### config.mk
export PLATFORM = sky130hd
export DESIGN_NAME = pipelined_ripple_adder
export DESIGN_NICKNAME = d
export VERILOG_FILES = /design/src/rtl/pipelined_ripple_adder.sv
export SDC_FILE = /design/constraint.sdc
export NUM_CORES = 1
export LEC_CHECK = 0
export ABC_AREA = 1
export CAP_MARGIN = 20
export CORE_ASPECT_RATIO = 0.7
export CORE_MARGIN = 2
export CORE_UTILIZATION = 45
export CTS_CLUSTER_DIAMETER = 150
export DETAILED_ROUTE_END_ITERATION = 16
export PLACE_DENSITY = 0.68
export RECOVER_POWER = 100
export SLEW_MARGIN = 40
export SYNTH_ARGS = -nofsm -noshare
export SYNTH_HDL_FRONTEND = slang
export SYNTH_SLANG_ARGS = --single-unit
### constraint.sdc
create_clock -name clk -period 5.1 [get_ports clk]
set_input_delay 1.02 -clock clk [delete_from_list [all_inputs] [get_ports clk]]
set_output_delay 1.02 -clock clk [all_outputs]
set_load 0.02 [all_outputs]
### src/rtl/pipelined_ripple_adder.sv
// rtl/pipelined_ripple_adder.sv - chunked ripple-carry add/sub pipeline with valid/ready handshake

module pipelined_ripple_adder #(
    parameter int DATA_WIDTH = 32,
    parameter int STAGES     = 4
) (
    input  logic                  clk,
    input  logic                  rst_n,
    input  logic [DATA_WIDTH-1:0] A,
    input  logic [DATA_WIDTH-1:0] B,
    input  logic                  C_in,
    input  logic                  sub,
    input  logic                  in_valid,
    output logic                  in_ready,
    output logic [DATA_WIDTH-1:0] Sum,
    output logic                  C_out,
    output logic                  ovf,
    output logic                  out_valid,
    input  logic                  out_ready
);
    localparam int STAGES_SAFE = (STAGES < 1) ? 1 : STAGES;
    localparam int CHUNK       = DATA_WIDTH / STAGES_SAFE;

    if (STAGES < 1 || STAGES > DATA_WIDTH || (DATA_WIDTH % STAGES_SAFE) != 0) begin : g_param_check
        $error("pipelined_ripple_adder: STAGES must be in 1..DATA_WIDTH and divide DATA_WIDTH");
    end

    logic adv;
    assign adv      = ~out_valid | out_ready;
    assign in_ready = adv & rst_n;

    // Index k of these arrays is the input side of stage k; index 0 is fed from the ports.
    logic [STAGES:0]       v_w;
    logic [STAGES:0]       c_w;
    logic [DATA_WIDTH-1:0] sum_w [STAGES+1];
    logic [DATA_WIDTH-1:0] a_w   [STAGES];
    logic [DATA_WIDTH-1:0] b_w   [STAGES];

    assign v_w[0]   = in_valid & in_ready;
    assign c_w[0]   = sub | C_in;
    assign sum_w[0] = '0;
    assign a_w[0]   = A;
    assign b_w[0]   = sub ? ~B : B;

    for (genvar k = 0; k < STAGES; k++) begin : g_stage
        localparam int LO = k * CHUNK;

        logic [CHUNK-1:0]      s_chunk;
        logic                  c_chunk;
        logic [DATA_WIDTH-1:0] sum_next;
        logic                  v_q;
        logic                  c_q;
        logic [DATA_WIDTH-1:0] sum_q;

        always_comb begin
            c_chunk = c_w[k];
            s_chunk = '0;
            for (int i = 0; i < CHUNK; i++) begin
                s_chunk[i] = a_w[k][LO+i] ^ b_w[k][LO+i] ^ c_chunk;
                c_chunk    = (a_w[k][LO+i] & b_w[k][LO+i]) |
                             (c_chunk & (a_w[k][LO+i] ^ b_w[k][LO+i]));
            end
        end

        always_comb begin
            sum_next              = sum_w[k];
            sum_next[LO +: CHUNK] = s_chunk;
        end

        always_ff @(posedge clk) begin
            if (!rst_n) begin
                v_q   <= 1'b0;
                c_q   <= 1'b0;
                sum_q <= '0;
            end else if (adv) begin
                v_q   <= v_w[k];
                c_q   <= c_chunk;
                sum_q <= sum_next;
            end
        end

        assign v_w[k+1]   = v_q;
        assign c_w[k+1]   = c_q;
        assign sum_w[k+1] = sum_q;

        if (k < STAGES - 1) begin : g_carry_operands
            logic [DATA_WIDTH-1:0] a_q;
            logic [DATA_WIDTH-1:0] b_q;

            always_ff @(posedge clk) begin
                if (!rst_n) begin
                    a_q <= '0;
                    b_q <= '0;
                end else if (adv) begin
                    a_q <= a_w[k];
                    b_q <= b_w[k];
                end
            end

            assign a_w[k+1] = a_q;
            assign b_w[k+1] = b_q;
        end else begin : g_msb
            logic ovf_q;

            // Carry into the MSB equals a^b^sum at that bit, so overflow needs no extra chain tap.
            always_ff @(posedge clk) begin
                if (!rst_n) begin
                    ovf_q <= 1'b0;
                end else if (adv) begin
                    ovf_q <= a_w[k][DATA_WIDTH-1] ^ b_w[k][DATA_WIDTH-1] ^
                             s_chunk[CHUNK-1] ^ c_chunk;
                end
            end

            assign ovf = ovf_q;
        end
    end

    assign Sum       = sum_w[STAGES];
    assign C_out     = c_w[STAGES];
    assign out_valid = v_w[STAGES];

endmodule

# == After elaboration in Yosys (flattened, before gate mapping) ==
# Index checks and enable logic that the tools add are counted.
# word_totals
reg_bits,281
input_bits,70
# classes
muxes,1
n_bitwise,168
# ops
cell,n
$and A1 B1 Y1,66
$xor A1 B1 Y1,66
$or A1 B1 Y1,34
$mux W32,1
$not A32 Y32,1
$not A1 Y1,1

# == Depth between registers and ports, before layout ==
# Gate-level depths: netlist of run 1.
# logic_depth
word_depth,19
depth_mapped,17
ltp_nobuf,17

# == Least setup slack after synthesis of run 1 ==
# Ideal clock, no wire load.
# synth_path
path_type,in2reg
from,input port sub
to,register g_stage[0].sum_q[7]
required_ns,4.984
stages,15
setup_ns,0.116
setup_slack_ns,0.377
n_path_buf,2
arrival_ns,4.607
cell_sequence,buf_4 > buf_4 > xor2_1 > fa_1 > inv_1 > fa_1 > fa_1 > fa_1 > fa_1 > fa_1 > fa_1 > inv_1 > fa_1 > nor2_1 > nor2_1
# synth_via
elab_chain_cells,17
# synth_lines
item,line_no,text
"start, declared",12,"input logic sub,"
$mux W32,43,assign b_w[0] = sub ? ~B : B;
$xor A1 B1 Y1,61,(c_chunk & (a_w[k][LO+i] ^ b_w[k][LO+i]));
$and A1 B1 Y1,61,
$or A1 B1 Y1,60,c_chunk = (a_w[k][LO+i] & b_w[k][LO+i]) |
$and A1 B1 Y1,61,
$or A1 B1 Y1,60,
$and A1 B1 Y1,61,
$or A1 B1 Y1,60,
(+2 left out),-,
$and A1 B1 Y1,61,
$or A1 B1 Y1,60,
$and A1 B1 Y1,61,
$or A1 B1 Y1,60,
$and A1 B1 Y1,61,
$or A1 B1 Y1,60,
$xor A1 B1 Y1 (*),59,s_chunk[i] = a_w[k][LO+i] ^ b_w[k][LO+i] ^ c_chunk;
via g_stage[0].s_chunk[7],48,logic [CHUNK-1:0] s_chunk;
"end signal, assigned",78,sum_q <= sum_next;
"end, declared",53,logic [DATA_WIDTH-1:0] sum_q;
# The timed path passes the listed nets; every way through them passes the cells marked *.
# A chain may end at the register's enable or synchronous reset.

# == Final worst setup path of run 1 ==
# layout_path
from,input port B[0]
to,register g_stage[0].sum_q[7]
# layout_via
elab_chain_cells,18
# layout_lines
item,line_no,text
"start, declared",10,"input logic [DATA_WIDTH-1:0] B,"
$not A32 Y32,43,
$mux W32 (*),43,
$xor A1 B1 Y1,61,
$and A1 B1 Y1,61,
$or A1 B1 Y1 (*),60,
$and A1 B1 Y1 (*),61,
$or A1 B1 Y1 (*),60,
$and A1 B1 Y1 (*),61,
(+3 left out),-,
$and A1 B1 Y1 (*),61,
$or A1 B1 Y1 (*),60,
$and A1 B1 Y1 (*),61,
$or A1 B1 Y1 (*),60,
$and A1 B1 Y1 (*),61,
$or A1 B1 Y1 (*),60,
$xor A1 B1 Y1 (*),59,
via g_stage[0].s_chunk[7],48,
# Marks and branches as above.

==> results of run 1 <==
metrics by stage:
step                      setup slack [ps]  cell area (sq um)  hold WS, ps  util [%]  power (W)
after CTS                              538               9030          464      55.8    0.00331
after global routing                   219               8990          493      55.5    0.00343
after floorplan                        377               7400          434         -    0.00188
after global placement                 111               8420          454      52.0    0.00202
final                                  443               8990          464      55.5    0.00327
after detailed placement              86.2               8460          455      52.2    0.00203
power by group:
group / switching (W) / internal (W) / leakage, nW
sequential: 0.0000573 / 0.00155 / 1.52
combinational: 0.000196 / 0.000182 / 1.79
clock: 0.000548 / 0.000732 / 0.276
total: 0.000802 / 0.00247 / 3.59
critical path, delay by kind of cell:
kind	cells	cell delay [ps]
buf+inv	3	650
xor+xnor	1	170
fa+ha+maj	8	2940
simple gates	2	170
synth_stat cells, drive strengths merged:
| library cell | n |
|---|---|
| nand2 | 12 |
| o21ai | 182 |
| dfxtp | 185 |
| nor2 | 291 |
| clkbuf | 19 |
| xor2 | 2 |
| buf | 44 |
| fa | 32 |
| inv | 36 |
| a21oi | 40 |
| or2 | 1 |
| ha | 1 |
| xnor2 | 30 |
kinds of logic (layout without fill, tap and decap cells):
group | Yosys count | after routing | synth area share [%]
and+or+nand+nor | 304 | 304 | 15.5
AOI/OAI and AO/OA | 222 | 222 | 15.0
DFF | 185 | 185 | 50.0
buffers and inverters | 99 | 180 | 6.83
adders and majority gates | 33 | 33 | 8.82
xor gates and xnor gates | 32 | 32 | 3.79
worst min-delay path by stage:
| stage | to | depth (start not counted) | slack [ps] | startpoint |
|---|---|---|---|---|
| floorplan | out_valid | 2 | 430 | g_stage[2].v_q |
| global placement | g_stage[0].v_q | 2 | 450 | g_stage[0].v_q |
| detailed placement | g_stage[0].v_q | 2 | 450 | g_stage[0].v_q |
| CTS | g_stage[0].v_q | 2 | 460 | g_stage[0].v_q |
| global route | g_stage[0].v_q | 2 | 490 | g_stage[0].v_q |
| finish | g_stage[0].v_q | 2 | 460 | g_stage[0].v_q |
metal layers:
metal	vias up	global-route usage [%]
met3	16	5.51
li1	2926	-
met2	147	23.5
met4	2	6.00
met1	2638	29.4
met5	-	0
cell usage in the layout (no fill, tap or decap):
master,n
nor2_1,291
dfxtp_1,185
o21ai_0,182
clkdlybuf4s50_1,66
a21oi_1,40
dlygate4sd3_1,37
inv_1,34
fa_1,32
xnor2_1,30
clkbuf_16,17
nand2_1,12
clkinv_2,5
clkinvlp_4,3
clkbuf_1,3
xor2_1,2
bufinv_16,2
buf_4,2
clkbuf_2,2
clkinv_1,1
or2_2,1
inv_4,1
ha_1,1
clkinv_4,1
inv_6,1
clkbuf_8,1
buf_2,1
buf_12,1
clkbuf_4,1
buf_6,1
layout make-up:
| cell class | instances | share of cell area, % |
|---|---|---|
| flip-flops and latches | 185 | 41.2 |
| clock buffers | 20 | 4.97 |
| well taps | 225 | 3.13 |
| clock inverters | 12 | 1.39 |
| multi-input cells | 591 | 35.5 |
| inverters | 36 | 1.53 |
| repair buffers | 112 | 12.3 |
registers in the layout, indices dropped and copies added, names as in the netlist:
register / flops
out_valid: 1
g_stage.sum_q: 48
Sum: 32
g_stage.c_q: 3
g_stage.v_q: 3
g_stage.g_carry_operands.b_q: 48
C_out: 1
g_stage.g_carry_operands.a_q: 48
ovf: 1
==> results.sh, run 1 <==
export IMPL_overflow=0
export IMPL_worstSetupEndpointType="register"
export IMPL_holdBufCountCts=0
export IMPL_netlist_instances=875
export IMPL_drt_iter0_drc=443
export IMPL_cp_required_ps=5410
export IMPL_min_period_ps=4660
export IMPL_post_drt_wl_per_cell_um=13.2
export IMPL_hp_class="register to register"
export IMPL_start_util_pct=45.7
export IMPL_synth_top_area_share_pct=50.0
export IMPL_grt_pass1_wl_mm=25.7
export IMPL_worstPathArrival_ps=4960
export IMPL_final_nets=1046
export IMPL_synth_seq_cells=185
export IMPL_met1_length_mm=8.36
export IMPL_yosysWarnings=0
export IMPL_synth_fp_nets=978
export IMPL_gr_usage_all_layers_pct=18.5
export IMPL_grt_pass1_vias=5187
export IMPL_dp_hpwl_mm=9.67
export IMPL_seqCellArea_sq_um=3700
export IMPL_cts_sinks=185
export IMPL_instances_no_fill=1181
export IMPL_final_hold_viol_count=0
export IMPL_routed_top_layer="met5"
export IMPL_layout_drive_gt1_share_pct=4.18
export IMPL_worst_pin_slew_ps=1440
export IMPL_cts_setup_buffers=0
export IMPL_worst_path_largest_cell_delay_ps=530
export IMPL_pin_count=106
export IMPL_gp_congestion=0.796
export IMPL_first_pass_iters=5
export IMPL_crit_start="B[0]"
export IMPL_yosys_area_top_type="dfxtp_1"
export IMPL_drc_errors=0
export IMPL_dieArea_sq_um=17500
export IMPL_fin_tns_setup_ps=0
export IMPL_ys_top_cells_by_area="dfxtp_1 (50%), nor2_1 (15%), o21ai_0 (12%)"
export IMPL_cts_root_buf="clkbuf_16"
export IMPL_setup_viol=0
export IMPL_p_per_area_nw_per_um2=364
export IMPL_drt_wl_total_mm=15.6
export IMPL_fmax_ghz=0.215
export IMPL_clock_skew_ps=7.28
export IMPL_ys_seq_area_share_pct=50.0
export IMPL_cts_tree="built"
export IMPL_core_area_sq_um=16200
export IMPL_dpl_cell_count=1149
export IMPL_rsz0062_at_grt="no"
export IMPL_drv_max_cap_violation_count=0
export IMPL_cts_inserted_buffers=17
export IMPL_clk_latency_ps=430
export IMPL_dr_total_vias=5729
export IMPL_crit_top_cell="fa_1"
export IMPL_rr_endpoint="ovf"
export IMPL_yosysUniqueCellTypes=20
export IMPL_crit_slowest_cell="dlygate4sd3_1"
export IMPL_outcome="completed"
export IMPL_clk_path_buf_depth=2
export IMPL_start_kind="input port"
export IMPL_leakage_nw=3.59
export IMPL_met2WireLength_mm=6.03
export IMPL_multiInputGateArea_sq_um=3190
export IMPL_avgSynthCellArea_sq_um=8.46
export IMPL_grt_max_degree=111
export IMPL_routed_wl_met3_mm=1.04
export IMPL_port_buffers=105
export IMPL_cts_resized=0
export IMPL_rr_startpoint="g_stage[2].g_carry_operands.b_q[24]"
export IMPL_synth_area_sq_um=7400
export IMPL_period_share_pct=91.3
export IMPL_antenna_found_initial=1
export IMPL_slew_viol_final=0
export IMPL_reg2reg_slack_ps=1170
export IMPL_die_x_um=157
export IMPL_endpoint="g_stage[0].sum_q[7]"
export IMPL_path_class="input port to register"
export IMPL_die_y_um=111
export IMPL_placement_rows=39
export IMPL_peakVddDrop_uv=194
export IMPL_worstPathCellList="dlygate4sd3_1 -> xor2_1 -> fa_1 -> inv_1 -> fa_1 -> fa_1 -> fa_1 -> fa_1 -> fa_1 -> fa_1 -> inv_1 -> fa_1 -> nor2_1 -> nor2_1"
export IMPL_diodes=0
export IMPL_fillCellCount=1555
export IMPL_ant_nets=0
export IMPL_r2r_cells=17
export IMPL_htree_levels=4
export IMPL_routed_via_density=4.85
export IMPL_max_slew_margin_pct=3.70
export IMPL_syn2layout_area_growth_pct=21.4
export IMPL_clk_pin_slew_ps=60
export IMPL_cp_max_fo=1
No activity file was read; power rests on OpenSTA's default activity.
==> run 2: changes to the inputs <==
Settings changed: ABC_AREA 1 to unset, CORE_MARGIN 2 to unset, CTS_CLUSTER_DIAMETER 150 to unset, PLACE_DENSITY 0.68 to 0.67.
==> run 2 against run 1 <==
The flow now finishes with violations (capacitance limit, slew limit). Critical endpoint unchanged. Global-route usage increased by 0.11 points. Worst setup slack got worse by 7.2 ps. Largest cell class is now multi-input combinational cells. Power increased by 2.4%. Core utilization about the same. Fmax decreased by 0.16%. Count of clock-buffer cells in the layout decreased by 3. Final cell count decreased by 0.59%. Non-clock buffer count unchanged. Register-to-register slack got worse by 180 ps. Critical path type unchanged. Critical path depth unchanged.
==> results.sh, run 2 <==
export IMPL_rsz0062_at_grt="no"
export IMPL_synth_area_sq_um=7940
export IMPL_yosysUniqueCellTypes=23
export IMPL_die_y_um=113
export IMPL_dpl_cell_count=1142
export IMPL_synth_async_reset_ratio_pct=0
export IMPL_worstSetupEndpointType="register"
export IMPL_grt_pass1_vias=5161
export IMPL_instances_no_fill=1174
export IMPL_cts_resized=0
export IMPL_drv_max_cap_violation_count=1
export IMPL_multiInputGateArea_sq_um=3710
export IMPL_gr_usage_all_layers_pct=18.6
export IMPL_max_slew_margin_pct=-105
export IMPL_holdBufCountCts=0
export IMPL_yosys_top_cells_count="nand2_1 (327), dfxtp_1 (185), a21boi_0 (98), a21boi_1 (46), o211a_1 (39)"
export IMPL_crit_slowest_cell="dlygate4sd3_1"
export IMPL_cts_root_buf="clkbuf_16"
export IMPL_clk_latency_ps=430
export IMPL_ys_top_cells_by_area="dfxtp_1 (47%), nand2_1 (15%), a21boi_0 (9.3%)"
export IMPL_hp_class="register to register"
export IMPL_setup_viol=0
export IMPL_overflow=0
export IMPL_fin_util_pct=55.5
export IMPL_clock_skew_ps=9.71
export IMPL_cts_inserted_buffers=17
export IMPL_fillCellCount=1634
export IMPL_period_share_pct=91.5
export IMPL_cts_tree="built"
export IMPL_pin_count=106
export IMPL_post_drt_wl_per_cell_um=13.5
export IMPL_dieArea_sq_um=18200
export IMPL_dp_slack_ps=81.2
export IMPL_start_util_pct=46.1
export IMPL_grt_max_degree=123
export IMPL_netlist_instances=865
export IMPL_port_buffers=105
export IMPL_path_class="input port to register"
export IMPL_outcome="complete, but fails checks"
export IMPL_cts_sinks=185
export IMPL_yosysWarnings=0
export IMPL_worst_pin_slew_ps=3070
export IMPL_synth_seq_cells=185
export IMPL_peakVddDrop_uv=188
export IMPL_yosys_area_top_type="dfxtp_1"
export IMPL_dp_hpwl_mm=10.3
export IMPL_worstPathArrival_ps=4970
export IMPL_start_kind="input port"
export IMPL_synth_edf_count=0
export IMPL_final_nets=1033
export IMPL_first_pass_iters=4
export IMPL_min_period_ps=4660
export IMPL_drt_wl_total_mm=15.8
export IMPL_synth_main_ff_cell="dfxtp_1"
export IMPL_final_cell_mix="nand2_1 (327), dfxtp_1 (185), a21boi_0 (144), clkdlybuf4s50_1 (67), o211a_1 (39)"
export IMPL_clk_path_buf_depth=2
export IMPL_drt_iter0_drc=451
export IMPL_worstPathCellList="dlygate4sd3_1 -> xor2_1 -> fa_1 -> inv_1 -> fa_1 -> fa_1 -> fa_1 -> fa_1 -> fa_1 -> fa_1 -> inv_1 -> fa_1 -> nand2_1 -> a21boi_0"
export IMPL_cp_max_fo=1
export IMPL_setup_ws_ps=435
export IMPL_die_x_um=161
export IMPL_slew_viol_final=88
export IMPL_core_area_sq_um=17200
export IMPL_clk_pin_slew_ps=70
export IMPL_drc_errors=0
export IMPL_crit_top_cell="fa_1"
export IMPL_synth_top_area_share_pct=46.6
export IMPL_synth_fp_nets=968
export IMPL_antenna_found_initial=0
export IMPL_ant_nets=0
export IMPL_fmax_ghz=0.214
export IMPL_gp_congestion=0.787
export IMPL_p_per_area_nw_per_um2=351
export IMPL_path_buf_inv=3
export IMPL_leakage_nw=4.04
export IMPL_syn2layout_area_growth_pct=20.4
export IMPL_diodes=0
export IMPL_path_delay_family="adder cells"
export IMPL_final_hold_viol_count=0
export IMPL_placement_rows=40
export IMPL_routed_via_density=4.71
export IMPL_seqCellArea_sq_um=3700
export IMPL_synth_most_common_cell="nand2_1"
export IMPL_cp_required_ps=5410
export IMPL_dr_total_vias=5531
export IMPL_violations="capacitance limit, slew limit"
export IMPL_top_regs="g_stage.g_carry_operands.a_q: 48 flops, g_stage.g_carry_operands.b_q: 48 flops, g_stage.sum_q: 48 flops"
export IMPL_layout_drive_gt1_share_pct=4.45
export IMPL_worst_path_largest_cell_delay_ps=540
export IMPL_cts_setup_buffers=0
export IMPL_grt_pass1_wl_mm=26.5
export IMPL_fin_tns_setup_ps=0
export IMPL_ys_seq_area_share_pct=46.6
export IMPL_avgSynthCellArea_sq_um=9.18
export IMPL_htree_levels=4
export IMPL_final_common_cell="nand2_1"
## run 2: per-stage QoR
| step | total power (W) | hold slack (ps) | area [sq um] |
|---|---|---|---|
| after floorplan | 0.00184 | 431 | 7940 |
| after global placement | 0.00199 | 440 | 8920 |
| after detailed placement | 0.00199 | 442 | 8940 |
| after CTS | 0.00339 | 452 | 9570 |
| after global routing | 0.00350 | 478 | 9560 |
| final | 0.00335 | 461 | 9560 |
## run 2: where the power goes
part | internal [W] | total [W] | switching [W]
clock network | 0.000792 | 0.00140 | 0.000604
logic | 0.000186 | 0.000358 | 0.000172
registers | 0.00154 | 0.00160 | 0.0000539
total | 0.00252 | 0.00335 | 0.000830
## run 2: layout make-up
type                    instances  share of cell area [%]
well taps                     231                    3.02
repair buffers                112                    11.7
multi-input cells             585                    38.8
inverters                      29                    1.14
clock inverters                15                    2.13
flip-flops and latches        185                    38.7
clock buffers                  17                    4.45
## run 2: logic make-up (layout without fill, tap and decap cells)
group | Yosys count | after routing | synth area share (%)
and+or+nand+nor | 334 | 334 | 16.0
AOI/OAI and AO/OA | 185 | 185 | 18.7
DFF | 185 | 185 | 46.6
buffers and inverters | 95 | 173 | 6.77
adders and majority gates | 33 | 33 | 8.22
xor gates and xnor gates | 33 | 33 | 3.64
## run 2: final timing paths
check	from	end	slack, ps	depth (start not counted)
hold reg to reg	Sum[5]	Sum[5]	460	2
setup / recovery	B[0]	g_stage[0].sum_q[7]	440	14
hold / removal	Sum[5]	Sum[5]	460	2
setup reg to reg	g_stage[2].g_carry_operands.b_q[24]	ovf	990	14
## run 2: routing by layer
metal	track usage (%)	part of all wire (%)	vias to the layer above
met5	0	0	-
met4	6.04	0.80	0
met3	4.33	4.1	9
met2	24.3	38	105
met1	29.4	57	2519
li1	-	-	2898
## run 2: worst reg2reg max path: stages (launching register included)
cell and delay (ps):
dfxtp_1 310, inv_1 70, fa_1 230, inv_1 80, fa_1 380, fa_1 380, fa_1 390, fa_1 380
fa_1 380, fa_1 430, inv_1 90, fa_1 440, xor2_1 220, nand4b_1 120, o211ai_1 140
